$ cat config.mk
export PLATFORM = sky130hd
export DESIGN_NAME = k_smallest_tracker
export DESIGN_NICKNAME = d
export VERILOG_FILES = /design/src/rtl/knn_pkg.sv /design/src/rtl/knn_insert_cell.sv /design/src/rtl/k_smallest_tracker.sv
export SDC_FILE = /design/constraint.sdc
export NUM_CORES = 1
export LEC_CHECK = 0
export BUFFER_PORTS_ARGS = -buffer_cell sky130_fd_sc_hd__buf_2
export CAP_MARGIN = 20
export CORE_UTILIZATION = 40
export DETAILED_ROUTE_END_ITERATION = 12
export PLACE_DENSITY = 0.62
export SYNTH_ARGS = -nofsm -noshare
export SYNTH_HDL_FRONTEND = slang
export SYNTH_SLANG_ARGS = --single-unit
$ cat constraint.sdc
create_clock -name i_clk -period 3.9 [get_ports i_clk]
set_input_delay 0.585 -clock i_clk [delete_from_list [all_inputs] [get_ports i_clk]]
set_output_delay 0.585 -clock i_clk [all_outputs]
set_load 0.1 [all_outputs]
$ cat src/rtl/knn_pkg.sv
// Shared types and defaults for the k-smallest distance tracker.
package knn_pkg;

  localparam int unsigned DIST_W_DEF = 16;
  localparam int unsigned K_DEF      = 5;

  typedef enum logic [1:0] {
    IDLE,
    ACCUM,
    DONE
  } kst_state_t;

  // Slot layout at the default distance width; cells use the same field order
  // {occupied, distance, group} at whatever width they are built with.
  typedef struct packed {
    logic                  occupied;
    logic [DIST_W_DEF-1:0] distance;
    logic                  group;
  } kst_slot_t;

endpackage

$ cat src/rtl/knn_insert_cell.sv
// One slot of the parallel insertion sorter: keeps, shifts in the previous
// slot, or takes the new sample.
module knn_insert_cell #(
  parameter int unsigned DIST_W = 16
) (
  input  logic              clear_i,
  input  logic              accept_i,
  input  logic [DIST_W-1:0] new_dist_i,
  input  logic              new_grp_i,
  input  logic [DIST_W+1:0] own_slot_i,
  input  logic [DIST_W+1:0] prev_slot_i,
  input  logic              prev_lt_i,
  output logic [DIST_W+1:0] next_slot_o,
  output logic              new_lt_o
);

  typedef struct packed {
    logic              occupied;
    logic [DIST_W-1:0] distance;
    logic              group;
  } slot_t;

  slot_t own;
  slot_t prev;
  slot_t nxt;
  logic  lt;

  assign own  = own_slot_i;
  assign prev = prev_slot_i;

  always_comb begin
    // An empty slot loses to every sample, including an all-ones distance.
    lt  = !own.occupied || (new_dist_i < own.distance);
    nxt = own;
    if (clear_i) begin
      nxt.occupied = 1'b0;
      nxt.distance = '1;
      nxt.group    = 1'b0;
    end else if (accept_i) begin
      if (prev_lt_i) begin
        nxt = prev;
      end else if (lt) begin
        nxt.occupied = 1'b1;
        nxt.distance = new_dist_i;
        nxt.group    = new_grp_i;
      end
    end
  end

  assign next_slot_o = nxt;
  assign new_lt_o    = lt;

endmodule

$ cat src/rtl/k_smallest_tracker.sv
// Streaming sorter keeping the K smallest distances and their group bits.
// Define KST_DIST_OUT_EN to expose the sorted distances on o_smallest_distances.
module k_smallest_tracker
  import knn_pkg::*;
#(
  parameter int unsigned DIST_W = DIST_W_DEF,
  parameter int unsigned K      = K_DEF,
  parameter int unsigned CNT_W  = 16
) (
  input  logic                     i_clk,
  input  logic                     i_rst,
  input  logic                     i_start,
  input  logic                     i_valid,
  input  logic [DIST_W-1:0]        i_distance,
  input  logic                     i_group,
  input  logic                     i_last,
  output logic                     o_ready,
  output logic [K-1:0]             o_5_smallest_distances_group_bit,
  output logic [$clog2(K+1)-1:0]   o_fill,
  output logic [CNT_W-1:0]         o_sample_cnt,
`ifdef KST_DIST_OUT_EN
  output logic [K*DIST_W-1:0]      o_smallest_distances,
`endif
  output logic                     o_done
);

  localparam int unsigned FILL_W = $clog2(K + 1);
  localparam int unsigned SLOT_W = DIST_W + 2;
  localparam logic [SLOT_W-1:0] EMPTY_SLOT = {1'b0, {DIST_W{1'b1}}, 1'b0};

  kst_state_t        state_q, state_d;
  logic [SLOT_W-1:0] slot_q [K];
  logic [SLOT_W-1:0] slot_d [K];
  logic [K-1:0]      lt;
  logic [FILL_W-1:0] fill_q, fill_d;
  logic [CNT_W-1:0]  cnt_q, cnt_d;
  logic              accept;

  // A start pulse always wins over a coincident sample.
  assign accept = (state_q == ACCUM) && i_valid && !i_start;

  for (genvar j = 0; j < K; j++) begin : g_cell
    if (j == 0) begin : g_head
      knn_insert_cell #(.DIST_W(DIST_W)) u_cell (
        .clear_i     (i_start),
        .accept_i    (accept),
        .new_dist_i  (i_distance),
        .new_grp_i   (i_group),
        .own_slot_i  (slot_q[j]),
        .prev_slot_i (EMPTY_SLOT),
        .prev_lt_i   (1'b0),
        .next_slot_o (slot_d[j]),
        .new_lt_o    (lt[j])
      );
    end else begin : g_body
      knn_insert_cell #(.DIST_W(DIST_W)) u_cell (
        .clear_i     (i_start),
        .accept_i    (accept),
        .new_dist_i  (i_distance),
        .new_grp_i   (i_group),
        .own_slot_i  (slot_q[j]),
        .prev_slot_i (slot_q[j-1]),
        .prev_lt_i   (lt[j-1]),
        .next_slot_o (slot_d[j]),
        .new_lt_o    (lt[j])
      );
    end
  end

  always_comb begin
    state_d = state_q;
    fill_d  = fill_q;
    cnt_d   = cnt_q;
    o_ready = 1'b0;
    o_done  = 1'b0;
    unique case (state_q)
      IDLE:  ;
      ACCUM: begin
        o_ready = 1'b1;
        if (accept && i_last) state_d = DONE;
      end
      DONE: begin
        o_done  = 1'b1;
        state_d = IDLE;
      end
      default: state_d = IDLE;
    endcase
    if (i_start) begin
      state_d = ACCUM;
      fill_d  = '0;
      cnt_d   = '0;
    end else if (accept) begin
      // Last slot is empty whenever the table is not full, so lt[K-1] is set.
      if (lt[K-1] && (fill_q != FILL_W'(K))) fill_d = fill_q + 1'b1;
      if (cnt_q != '1) cnt_d = cnt_q + 1'b1;
    end
  end

  always_ff @(posedge i_clk or posedge i_rst) begin
    if (i_rst) begin
      state_q <= IDLE;
      fill_q  <= '0;
      cnt_q   <= '0;
      for (int unsigned j = 0; j < K; j++) slot_q[j] <= EMPTY_SLOT;
    end else begin
      state_q <= state_d;
      fill_q  <= fill_d;
      cnt_q   <= cnt_d;
      for (int unsigned j = 0; j < K; j++) slot_q[j] <= slot_d[j];
    end
  end

  always_comb begin
    for (int unsigned j = 0; j < K; j++) o_5_smallest_distances_group_bit[j] = slot_q[j][0];
  end

  assign o_fill       = fill_q;
  assign o_sample_cnt = cnt_q;

`ifdef KST_DIST_OUT_EN
  always_comb begin
    for (int unsigned j = 0; j < K; j++) o_smallest_distances[j*DIST_W +: DIST_W] = slot_q[j][DIST_W:1];
  end
`else
  // Distance registers stay internal.
`endif

endmodule

==> results of run 1 <==
critical path: cells and delay by family, from the launching register on:
| family | cells | cell delay, ns |
|---|---|---|
| compound gates | 5 | 1.63 |
| flops | 1 | 0.53 |
| buf+inv | 1 | 0.05 |
| fa+ha+maj | 1 | 0.31 |
| simple gates | 1 | 0.64 |
cell type report:
type	instances	share of cell area [%]
clock inverters	3	0.589
clock buffers	13	3.06
flip-flops and latches	111	36.6
repair buffers	62	4.43
multi-input cells	495	47.3
inverters	91	4.38
well taps	225	3.58
cell usage in the layout, fill, tap and decap left out, types with 3 or more instances in the layout:
| master | n |
|---|---|
| nand2_1 | 41 |
| clkbuf_16 | 9 |
| o221a_2 | 23 |
| and3_1 | 8 |
| inv_1 | 89 |
| a31oi_1 | 3 |
| a2111oi_0 | 3 |
| nor3_1 | 38 |
| xnor2_1 | 4 |
| dfrtp_1 | 31 |
| a222oi_1 | 16 |
| and2_1 | 3 |
| nor2b_1 | 4 |
| nor2_1 | 41 |
| clkbuf_1 | 4 |
| ha_1 | 78 |
| a221o_1 | 4 |
| a221oi_1 | 16 |
| and4_1 | 7 |
| nand4_1 | 15 |
| nand3_1 | 59 |
| a21oi_1 | 30 |
| xor2_1 | 10 |
| o21ai_0 | 19 |
| buf_2 | 47 |
| o21a_1 | 6 |
| o211ai_1 | 18 |
| dfstp_2 | 80 |
| buf_4 | 15 |
| o221a_1 | 9 |
| a211oi_1 | 5 |
stage by stage:
stage	instance area (µm²)	setup WS [ns]	power [W]	std cells	util (%)
finish	7850	0.667	0.00263	1000	45.2
global route	7850	0.312	0.00275	1000	45.2
CTS	7850	0.647	0.00265	1000	45.2
detailed placement	7570	0.408	0.00172	984	43.6
global placement	7570	0.477	0.00171	984	43.6
floorplan	7150	0.517	0.00158	741	-
report_power, final:
group	switching [W]	internal, W
clock network	0.000425	0.000502
registers	0.0000269	0.00122
logic	0.000320	0.000131
path summary, 6_finish.rpt:
path                                         from                     end  slack [ns]  cells past startpoint
max                        slot_q[70]$_DFFE_PP1P_  slot_q[65]$_DFFE_PP1P_        0.67                      8
min                                         i_rst   o_fill[2]$_DFFE_PP0P_        0.35                      2
max reg2reg                slot_q[70]$_DFFE_PP1P_  slot_q[65]$_DFFE_PP1P_        0.67                      8
min reg2reg                slot_q[56]$_DFFE_PP1P_  slot_q[38]$_DFFE_PP1P_        0.50                      2
max in group asynchronous                   i_rst  slot_q[76]$_DFFE_PP1P_        2.59                      3
min in group i_clk                         i_last  state_q[1]$_DFFE_PP0P_        0.50                      2
state kept, by name, indices dropped and copies added (netlist names):
name / cells
state_q: 2
o_fill: 3
slot_q: 85
o_sample_cnt: 16
o_5_smallest_distances_group_bit: 5
cell families (layout without fill, tap and decap cells):
kind of cell             after synthesis  after routing  synth area share (%)
AND/OR/NAND/NOR                      225            225                  15.5
AO/OA/AOI/OAI                        176            176                  20.7
buffers and inverters                135            169                  7.86
flip-flops                           111            111                  40.3
adder cells (fa/ha/maj)               78             78                  13.7
XOR/XNOR                              14             14                  1.72
multiplexers                           2              2                 0.298
routing by layer:
layer  part of all wire, %  track usage (%)  vias to the layer above
li1                      -                -                     2822
met1                    48             28.0                     2832
met2                    48             34.0                       80
met3                   2.0             2.02                       20
met4                   2.0             7.74                        0
met5                     0                0                        -
==> impl_results.md, run 1 <==
* Core area at 0.0174 mm²
* Count leader, synth: inv_1
* Crit. End Element: flip-flop
* # port buffers at 47
* Post-DR wirelength/cell at 17.6 µm
* Maxcap violations at 0
* Tcrit/Tclk final at 82.9%
* Fin nets at 870
* Min Hold Slack at 0.346 ns
* Max clock buf depth at 2
* Hold WC Path Type: in2async
* Worst-Skew Late Latency at 0.35 ns
* Starting density of the core at 41.2%
* FP Rows at 48
* Via density at 5.75
* Syn Inst Count at 741
* Worst path max stage delay at 0.73 ns
* Yosys top cell area share at 29.4%
* Setup_tns at 0 ns
* CTS clock-pin slew for the worst setup and hold paths at 0.07 ns
* Crit path max fanout at 13
* Clock sink count at 111
* Synthesized net count at 841
* Final ANT Viol Nets at 0
* Ports at 48
* Seq/Total Area, Yosys at 40.3%
* Post-layout min period at 3.23 ns
* CP Class: reg2reg
* Post-DP HPWL at 13200 µm
* Fraction of layout cells with a size suffix above 1 at 24.8%
* Relative slew slack at 33.0%
* # DRC at 0
* Final hold violations at 0
* Final setup violating endpoints at 0
* Via Count at 5754
* Syn_area_per_cell at 9.65 µm²
* Leakage power at 3.84 nW
* Post-CTS repair timing setup buffer count at 0
* GRT overflow at 0
* Max Freq at 309 MHz
* RePlAce Congestion at 0.795
* Unrepaired setup endpoints after global routing: false
* Post-CTS sizing at 0
* Synthesis-to-layout area growth at 9.87%
* Asr flop ratio synth at 100%
* Number of synthesized register bits at 111
* Reg area at 0.00288 mm²
* Worst-margin pin slew at 1.00 ns
* Pwr Density at 334 mW/mm²
* Htree depth at 3
* Synth area leader: dfstp_2
* GRT Util Overall at 20.7%
* N_diodes at 0
* VDD IR max at 0.000224 V
* Slew Viols, Final at 0
* CP max stage cell: o31ai_2
* CTS tree: done
* Vert. Die Dim at 136 µm
* DR iter-0 viols at 518
* Die Span X at 136 µm
* Status: completed
* Commonest cells in the netlist: 90 x inv_1, 80 x dfstp_2, 78 x ha_1
* CTS root buffer: clkbuf_16
* Worst Setup Start Kind: flip-flop
* Critical Path AT at 3.52 ns
* Antenna violations before repair at 0
* Multi-input logic area at 0.00372 mm²
* Synth top area cells: dfstp_2 29%, ha_1 14%, dfrtp_1 11%
* WP data required at 4.18 ns
* Mapped Area at 0.00715 mm²
* Hold-fix buffers, CTS at 0
* First-pass GRT wire length at 29800 µm
* DRT Pass-1 Iters at 5
* Post-synth top flop: dfstp_2
* Crit-path cells: inv_1, ha_1, a21oi_1, o21a_1, o21ai_0, o31ai_2, nand3_1, o221a_2
* Yosys cell types at 57
* CTS buffer count at 9
* Die area at 0.0184 mm²
* Pin count of the biggest net entering global routing at 63
* Fillers at 1676
* Drt total wl at 17600 µm
* Syn. warnings at 0
* Number of global-route vias before repair at 5736
* Fin Clk Skew at 0.00950 ns
* Post-synth EDFFs at 0
Note: power is estimated with default switching activity, not from simulation.
==> inputs of run 2 (changes only) <==
Clock period 3.9 ns to 3.25 ns, I/O delays scaled along.
==> run 2 against run 1 <==
  * Clock skew down 0.0013 ns
  * Final cell count up 2.2%
  * Maximum frequency up 9.1%
  * First-iteration DRC count down 6.8%
  * Core utilization up 1.3 points
  * Total power up 26%
  * Setup slack worse by 0.38 ns
  * Worst hold slack worse by 0.050 ns
  * Clock-buffer cell count down 4
  * Sequential power up 20%
  * Die area unchanged
  * Register-to-register slack worse by 0.38 ns
  * Highest routed layer unchanged
==> impl_results.md, run 2 (same netlist as run 1, synthesis figures left out) <==
* Fillers at 1705
* Ports at 48
* CTS root buffer: clkbuf_16
* Core area at 0.0174 mm²
* WP data required at 3.50 ns
* Fin Clk Skew at 0.00823 ns
* Commonest cells after routing, fill and taps aside: 89 x inv_1, 80 x dfstp_2, 78 x ha_1, 59 x nand3_1, 47 x buf_2
* Post-route core utilization at 46.5%
* R2R Path Start: slot_q[70]$_DFFE_PP1P_
* Most common cell after layout, fill and taps aside: inv_1
* Die Span X at 136 µm
* Biggest register: slot_q
* # DRC at 0
* Relative slew slack at 38.5%
* Via density at 5.69
* RePlAce Congestion at 0.796
* Die area at 0.0184 mm²
* Cell Area, Placed at 0.00775 mm²
* Max reg flops at 85
* Antenna violations before repair at 0
* Slew Viols, Final at 0
* Pin count of the biggest net entering global routing at 42
* Starting density of the core at 41.2%
* Clock sink count at 111
* Crit. End Element: flip-flop
* GRT Util Overall at 20.7%
* Post-DR wirelength/cell at 17.6 µm
* Worst Setup SP: slot_q[70]$_DFFE_PP1P_
* Max clock buf depth at 2
* Post-DP HPWL at 13700 µm
* Final ANT Viol Nets at 0
* CTS buffer count at 9
* DRT Pass-1 Iters at 5
* Finished Cell Area at 0.00808 mm²
* Status: completed
* Worst-Skew Late Latency at 0.36 ns
* CP Class: reg2reg
* Post-CTS sizing at 0
* Reg2Reg Depth at 9
* FP Rows at 48
* N_diodes at 0
* Fin nets at 892
* First-pass GRT wire length at 29700 µm
* CTS clock-pin slew for the worst setup and hold paths at 0.08 ns
* Via Count at 5815
* CTS tree: done
* DR iter-0 viols at 483
* Fraction of layout cells with a size suffix above 1 at 27.5%
* Final setup violating endpoints at 0
* VDD IR max at 0.000227 V
* Hold WC Path Type: in2async
* Pwr Density at 408 mW/mm²
* Critical Path AT at 3.21 ns
* Htree depth at 3
* Worst Setup Start Kind: flip-flop
* Number of global-route vias before repair at 5684
* Tcrit/Tclk final at 91.2%
* # port buffers at 47
* Worst-margin pin slew at 0.917 ns
* Min Hold Slack at 0.297 ns
* Reg area at 0.00288 mm²
* Power, Total at 0.00330 W
* Maxcap violations at 0
* Multi-input logic area at 0.00372 mm²
* Final hold violations at 0
* Drt total wl at 18000 µm
* Hold-fix buffers, CTS at 0
* Vert. Die Dim at 136 µm
* Post-layout min period at 2.96 ns
* Leakage power at 3.97 nW
* Unrepaired setup endpoints after global routing: false
* Post-CTS repair timing setup buffer count at 0
* Crit path max fanout at 17
* Max Freq at 337 MHz
* GRT overflow at 0
* Setup_tns at 0 ns
* Synthesis-to-layout area growth at 13.0%
## run 2: layout make-up
type                    instances  area share, %
multi-input cells             495           46.0
inverters                      91           4.27
flip-flops and latches        111           35.6
clock inverters                 7           1.30
repair buffers                 84           6.50
well taps                     225           3.48
clock buffers                   9           2.79
## run 2: worst max-delay path, stage by stage (launching register included)
cell and delay (ns):
dfstp_2 0.54, inv_1 0.05, ha_1 0.30, a21oi_1 0.17, o21a_1 0.14, o21ai_0 0.12
o31ai_2 0.82, o31ai_2 0.09, buf_4 0.23, a222oi_1 0.38
## run 2: stage by stage
stage,instances,setup WS [ns]
CTS,1022,0.229
global placement,1006,0.192
floorplan,741,0.536
detailed placement,1006,0.127
finish,1022,0.286
global route,1022,0.104
## run 2: routing by layer
metal  track usage, %  vias to the layer above  part of all wire [%]
met5                0                        -                     0
met4             6.99                        0                   1.6
met3             2.02                       17                   2.9
met2             34.2                      127                    47
met1             28.2                     2814                    48
li1                 -                     2857                     -
## run 2: final timing paths
check,to,slack [ns]
worst max-delay path,slot_q[38]$_DFFE_PP1P_,0.29
worst min-delay path,o_fill[2]$_DFFE_PP0P_,0.30
worst max register to register,slot_q[38]$_DFFE_PP1P_,0.29
worst min register to register,slot_q[37]$_DFFE_PP1P_,0.50
max in group asynchronous,slot_q[26]$_DFFE_PP1P_,2.07
min in group i_clk,state_q[1]$_DFFE_PP0P_,0.40
## run 2: power by group
group	internal (W)	total [W]	switching, W
registers	0.00147	0.00150	0.0000328
clock network	0.000687	0.00123	0.000547
logic	0.000174	0.000564	0.000391
total	0.00233	0.00330	0.000970
